$ cat src/rtl/sram_arb_pkg.sv
// sram_arb_pkg
//   Shared definitions for the two-port SRAM arbiter:
//   - state_t   : arbiter FSM states (IDLE, ACCESS, COMPLETE)
//   - PORT_IF   : port ID of the instruction-fetch requester
//   - PORT_DM   : port ID of the data-memory requester
//   - rr_pick() : round-robin tie-break helper (grants the port not granted last)
package sram_arb_pkg;

  typedef enum logic [1:0] {
    IDLE     = 2'd0,
    ACCESS   = 2'd1,
    COMPLETE = 2'd2
  } state_t;

  localparam logic PORT_IF = 1'b0;
  localparam logic PORT_DM = 1'b1;

  // On a tie, hand the SRAM to whichever port did not get the previous grant.
  function automatic logic rr_pick(input logic last_grant);
    return (last_grant == PORT_IF) ? PORT_DM : PORT_IF;
  endfunction

endpackage

$ cat src/rtl/sram_arbiter.sv
// sram_arbiter
//   Shares one single-ported SRAM between an instruction-fetch read port
//   (if_*) and a data-memory read/write port (dm_*). Each transaction is
//   IDLE -> ACCESS (WAIT_CYCLES cycles) -> COMPLETE (one-cycle ack).
//
// Parameters
//   WAIT_CYCLES : SRAM access cycles per transaction, 1..15
//   ADDR_W      : address width
//   DATA_W      : data width
//
// Ports
//   clk, rst_n          : clock, asynchronous active-low reset
//   if_req/if_addr      : fetch request (held until if_ack) and address
//   if_ack/if_rdata     : fetch completion pulse and read data
//   dm_req/dm_we        : data request (held until dm_ack), 1 = write
//   dm_addr/dm_wdata    : data address and write data
//   dm_ack/dm_rdata     : data completion pulse and read data
//   sram_cs/oe/we       : SRAM strobes, active-high, only asserted in ACCESS
//   sram_addr/sram_din  : SRAM address / write data (hold last latched values)
//   sram_dout           : SRAM read data, captured unchanged bit-for-bit
//   busy                : high whenever the FSM is not in IDLE
//
// Configuration
//   SRAM_ARB_RR_EN undefined : fixed priority, dm wins every tie
//   SRAM_ARB_RR_EN defined   : round robin; the first tie after reset goes to dm
module sram_arbiter
  import sram_arb_pkg::*;
#(
  parameter int WAIT_CYCLES = 1,
  parameter int ADDR_W      = 32,
  parameter int DATA_W      = 32
) (
  input  logic              clk,
  input  logic              rst_n,
  input  logic              if_req,
  input  logic [ADDR_W-1:0] if_addr,
  output logic              if_ack,
  output logic [DATA_W-1:0] if_rdata,
  input  logic              dm_req,
  input  logic              dm_we,
  input  logic [ADDR_W-1:0] dm_addr,
  input  logic [DATA_W-1:0] dm_wdata,
  output logic              dm_ack,
  output logic [DATA_W-1:0] dm_rdata,
  output logic              sram_cs,
  output logic              sram_oe,
  output logic              sram_we,
  output logic [ADDR_W-1:0] sram_addr,
  output logic [DATA_W-1:0] sram_din,
  input  logic [DATA_W-1:0] sram_dout,
  output logic              busy
);

  if (WAIT_CYCLES < 1 || WAIT_CYCLES > 15) begin : g_bad_wait
    $error("sram_arbiter: WAIT_CYCLES must be in 1..15");
  end

  // The down-counter starts at WAIT_CYCLES-1 and the access ends when it
  // reads zero, so ACCESS lasts exactly WAIT_CYCLES cycles.
  localparam logic [3:0] CNT_LOAD = 4'(WAIT_CYCLES - 1);

  state_t            state;
  logic [3:0]        cnt;
  logic              winner;
  logic              we_l;
  logic [ADDR_W-1:0] addr_l;
  logic [DATA_W-1:0] din_l;
  logic [DATA_W-1:0] if_rdata_r;
  logic [DATA_W-1:0] dm_rdata_r;

  logic              grant;
  logic              grant_port;
  logic              tie_port;

  // Tie-break policy
`ifdef SRAM_ARB_RR_EN
  logic last_grant;

  always_ff @(posedge clk or negedge rst_n) begin
    if (!rst_n) begin
      last_grant <= PORT_IF;
    end else if (grant) begin
      last_grant <= grant_port;
    end
  end

  assign tie_port = rr_pick(last_grant);
`else
  assign tie_port = PORT_DM;
`endif

  assign grant = (state == IDLE) && (if_req || dm_req);

  always_comb begin
    grant_port = PORT_IF;
    if (if_req && dm_req) begin
      grant_port = tie_port;
    end else if (dm_req) begin
      grant_port = PORT_DM;
    end
  end

  // Control: FSM, access counter, latched winner and direction
  always_ff @(posedge clk or negedge rst_n) begin
    if (!rst_n) begin
      state  <= IDLE;
      cnt    <= 4'd0;
      winner <= PORT_IF;
      we_l   <= 1'b0;
    end else begin
      unique case (state)
        IDLE: begin
          if (grant) begin
            state  <= ACCESS;
            cnt    <= CNT_LOAD;
            winner <= grant_port;
            we_l   <= (grant_port == PORT_DM) && dm_we;
          end
        end
        ACCESS: begin
          if (cnt == 4'd0) begin
            state <= COMPLETE;
          end else begin
            cnt <= cnt - 4'd1;
          end
        end
        COMPLETE: begin
          state <= IDLE;
        end
        default: begin
          state <= IDLE;
        end
      endcase
    end
  end

  // Datapath: request latches at grant, read capture on the last ACCESS cycle.
  // Only the dm port carries write data, so sram_din only reloads on dm grants.
  always_ff @(posedge clk or negedge rst_n) begin
    if (!rst_n) begin
      addr_l     <= '0;
      din_l      <= '0;
      if_rdata_r <= '0;
      dm_rdata_r <= '0;
    end else begin
      if (grant) begin
        if (grant_port == PORT_DM) begin
          addr_l <= dm_addr;
          din_l  <= dm_wdata;
        end else begin
          addr_l <= if_addr;
        end
      end
      if ((state == ACCESS) && (cnt == 4'd0) && !we_l) begin
        if (winner == PORT_IF) begin
          if_rdata_r <= sram_dout;
        end else begin
          dm_rdata_r <= sram_dout;
        end
      end
    end
  end

  // Outputs decode directly from state so a reset drops them immediately.
  assign sram_cs   = (state == ACCESS);
  assign sram_oe   = sram_cs && !we_l;
  assign sram_we   = sram_cs && we_l;
  assign sram_addr = addr_l;
  assign sram_din  = din_l;

  assign if_ack    = (state == COMPLETE) && (winner == PORT_IF);
  assign dm_ack    = (state == COMPLETE) && (winner == PORT_DM);
  assign if_rdata  = if_rdata_r;
  assign dm_rdata  = dm_rdata_r;
  assign busy      = (state != IDLE);

endmodule

$ cat config.mk
export PLATFORM = sky130hd
export DESIGN_NAME = sram_arbiter
export DESIGN_NICKNAME = d
export VERILOG_FILES = /design/src/rtl/sram_arb_pkg.sv /design/src/rtl/sram_arbiter.sv
export SDC_FILE = /design/constraint.sdc
export NUM_CORES = 1
export LEC_CHECK = 0
export ABC_AREA = 1
export CELL_PAD_IN_SITES_DETAIL_PLACEMENT = 0
export CELL_PAD_IN_SITES_GLOBAL_PLACEMENT = 2
export CORE_ASPECT_RATIO = 0.75
export CORE_MARGIN = 2
export CORE_UTILIZATION = 20
export CTS_BUF_LIST = sky130_fd_sc_hd__clkbuf_4 sky130_fd_sc_hd__clkbuf_8 sky130_fd_sc_hd__clkbuf_16
export CTS_CLUSTER_SIZE = 8
export DETAILED_ROUTE_END_ITERATION = 16
export GPL_ROUTABILITY_DRIVEN = 0
export PLACE_DENSITY_LB_ADDON = 0.25
export SETUP_SLACK_MARGIN = 0.15
export SLEW_MARGIN = 20
export SYNTH_ARGS = -nofsm -noshare
export SYNTH_HDL_FRONTEND = slang
export SYNTH_SLANG_ARGS = --single-unit
$ cat constraint.sdc
create_clock -name clk -period 1.5 [get_ports clk]
set_input_delay 0.45 -clock clk [delete_from_list [all_inputs] [get_ports clk]]
set_output_delay 0.45 -clock clk [all_outputs]
set_load 0.05 [all_outputs]
==> flow_summary.ini, run 1 <==
[logic_synthesis]
synth_fp_nets = 809
syn_avg_cell_area_um2 = 8.51
synthesis.area_mm2 = 0.00575
synthAdderAreaFrac = 0.00218
synth_compound_area_frac = 0.0610
ys_seq_elements = 136
postSynthCellCount = 675
synth-simple-area-share = 0.274
yosysTopAreaCell = dfrtp_1
yosys-top-cells-area = dfrtp_1 (59%), nand2_1 (17%), nand3_1 (8.7%), o21ai_0 (4.6%), inv_1 (2.7%)
yosysUniqueCellTypes = 21
synth_top_family_by_area = simple AND/OR/NAND/NOR gates
synthFlopType = dfrtp_1
synth.area.mux_share = 0
synth_warnings = 0
synth-seq-area-share = 0.592
async_flop_share = 1.00
yosysTopAreaCellShare = 0.592
synthXorXnorAreaFrac = 0.00152
synth-edff-count = 0

[sta]
fin_crit_ps = 1810
clock_skew_ps = 6.70
worst_slack_ps = -313
max_freq_mhz = 552
maxSlewHeadroom = 0.730
finalSetupViolCount = 111
rsz0062_at_grt = yes
tightest_slew_ps = 401
period_share = 1.21
tns_ps = -14610
hold_violations = 0
finalMaxSlewViolations = 0

[cells_and_area]
fin_nets = 1214
drive_gt1_frac = 0.455
final_util = 0.479
fillers = 2630
syn_to_final_growth_pct = 134

[clock_tree]
numCtsBuffers = 17
clock_latency_ps = 420
cts.root.buffer_cell = clkbuf_16
cts.sinks = 136
clock_path_buffers = 2
h-tree-depth = 4
cts_tree = yes
clk_pin_slew_ps = 60

[power]
power.switching_mw = 16.5
netSwitchingFraction = 0.435
power_frac_seq = 0.199
clkPwrFrac = 0.122
power_density_mw_per_mm2 = 2810
power_frac_comb = 0.679
ir_drop_v = 0.00107
internal_power_mw = 21.4
leakage_nw = 6.24

[placement]
hpwl_mm = 15.5
portBuffers = 266
place_ws_ps = -148

[global_route]
grt_usage = 0.173
grt_pass1_wl_mm = 38.0
grt_start_max_net_pins = 45
overflow = 0
antenna_found_initial = 1
grt_pass1_vias = 6138

[critical_path]
cp_max_fo = 3
required_ps = 1050
crit_arrival_ps = 1360
path_class = reg -> out
endpoint_kind = output pin
start_kind = register

[run_status]
outcome = finished with violations
violations = setup timing

[routing]
wl_mm = 25.7
viasPerCell = 4.10
dr.pass1.iters = 5
vias = 6063
dr.first_iter.drc_count = 169
wire_per_inst_um = 17.3
antenna_left = 0
drc_errors = 0

[floorplan]
io_pins = 267
die_w_um = 200
coreArea_mm2 = 0.0281
start_util = 0.204
die_h_um = 151
die_area_mm2 = 0.0301
row_count = 53

[hold_path]
hold_path_class = in -> async

[run]
maxCapViolCount = 0
## metrics by stage
stage	hold WS (ps)	power (mW)	std cells	area (µm²)
6_report	460	37.9	1479	13500
5_1_grt	462	39.7	1478	13500
4_1_cts	463	36.7	1441	12800
3_5_place_dp	347	27.2	1327	10500
3_3_place_gp	345	27.2	1327	10500
2_1_floorplan	154	16.2	675	5810
## final timing paths
| path | startpoint | endpoint | slack [ps] | cells after the start |
|---|---|---|---|---|
| max reg2reg | state[0]$_DFFE_PN0P_ | sram_addr[5]$_DFFE_PN0P_ | -240 | 10 |
| max | state[0]$_DFFE_PN0P_ | busy | -310 | 4 |
| max in group asynchronous | rst_n | sram_addr[14]$_DFFE_PN0P_ | 470 | 3 |
| min | rst_n | if_rdata[27]$_DFFE_PN0P_ | 460 | 2 |
| min reg2reg | sram_din[19]$_DFFE_PN0P_ | sram_din[19]$_DFFE_PN0P_ | 540 | 2 |
| min in group clk | dm_req | sram_din[26]$_DFFE_PN0P_ | 530 | 4 |
## critical path, cell delays in order, from the launching register on
cell and delay [ps]:
dfrtp_2 430, buf_4 150, nor2_4 170, inv_2 50, buf_6 150
## kinds of logic after synthesis
kind of cell	after synthesis
AOI/OAI and AO/OA	70
adders and majority gates	1
DFF	136
xor gates and xnor gates	1
buffers and inverters	87
and+or+nand+nor	380
## cells in the mapped netlist (all sizes together), types with 2 or more instances
cell type	number
inv	42
dfrtp	136
clkbuf	22
nor2	11
o21ai	70
nand3	100
buf	22
nor3	2
nand2	266
## state kept, by name, summed over array words and instances, names as in the netlist
signal / cells
winner: 1
state: 2
sram_addr: 32
if_rdata: 32
cnt: 4
we_l: 1
sram_din: 32
dm_rdata: 32
## cell type report
type / instances / area [µm²] / share of cell area
repair buffers: 430 / 6070 / 0.451
diodes: 1 / 2.50 / 0.000186
inverters: 43 / 170 / 0.0126
flip-flops and latches: 136 / 3410 / 0.253
clock inverters: 11 / 171 / 0.0127
well taps: 385 / 482 / 0.0358
clock buffers: 21 / 468 / 0.0347
multi-input cells: 452 / 2700 / 0.200
## metal layers
metal / routed length, µm / vias to the layer above / share of wire / global-route usage
met5: 0 / - / 0 / 0
met1: 11800 / 2887 / 0.46 / 0.236
met3: 2040 / 11 / 0.079 / 0.0617
li1: - / 2975 / - / -
met2: 11600 / 190 / 0.45 / 0.264
met4: 166 / 0 / 0.0065 / 0.0367
## what timing repair did
item	4_1_cts	5_1_grt
hold buffers	1	0
pin swaps	58	40
gates cloned	25	1
endpoints found under the hold margin	18	0
setup endpoints to repair	263	269
gates resized for setup	152	108
setup buffers	56	36
## cell usage in the layout (no fill, tap or decap)
cell,count
o21ai_2,7
clkinv_4,3
nand4_1,1
nand2_2,49
nor2_1,6
dfrtp_2,8
buf_8,2
nor3_4,2
diode_2,1
inv_2,5
buf_4,101
dlygate4sd3_1,1
dfrtp_1,128
bufinv_16,4
nor2_4,4
buf_16,24
buf_6,17
clkbuf_8,2
nand2_4,22
xor2_1,1
clkinv_2,2
inv_4,2
clkbuf_4,2
nand3_2,57
buf_12,152
inv_1,35
clkbuf_16,20
nand3_1,41
nand2_8,4
o21ai_1,26
clkdlybuf4s50_1,130
nor2_2,1
nand3_4,2
o21ai_0,36
nand2_1,191
o21ai_4,1
clkinvlp_4,3
ha_4,1
## power groups by stage
stage	combinational, mW	sequential [mW]	clock, mW
floorplan	3.81	12.4	0
global placement	19.7	7.54	0
detailed placement	19.7	7.54	0
CTS	24.4	7.52	4.75
global route	27.0	7.74	4.95
finish	25.7	7.53	4.63
Power figures use the tool's default switching activity.
==> inputs of run 2 (changes only) <==
Settings changed: CAP_MARGIN set to 20.
==> results of run 2 <==
No change in the layout: final DEF, timing and power equal those of run 1.
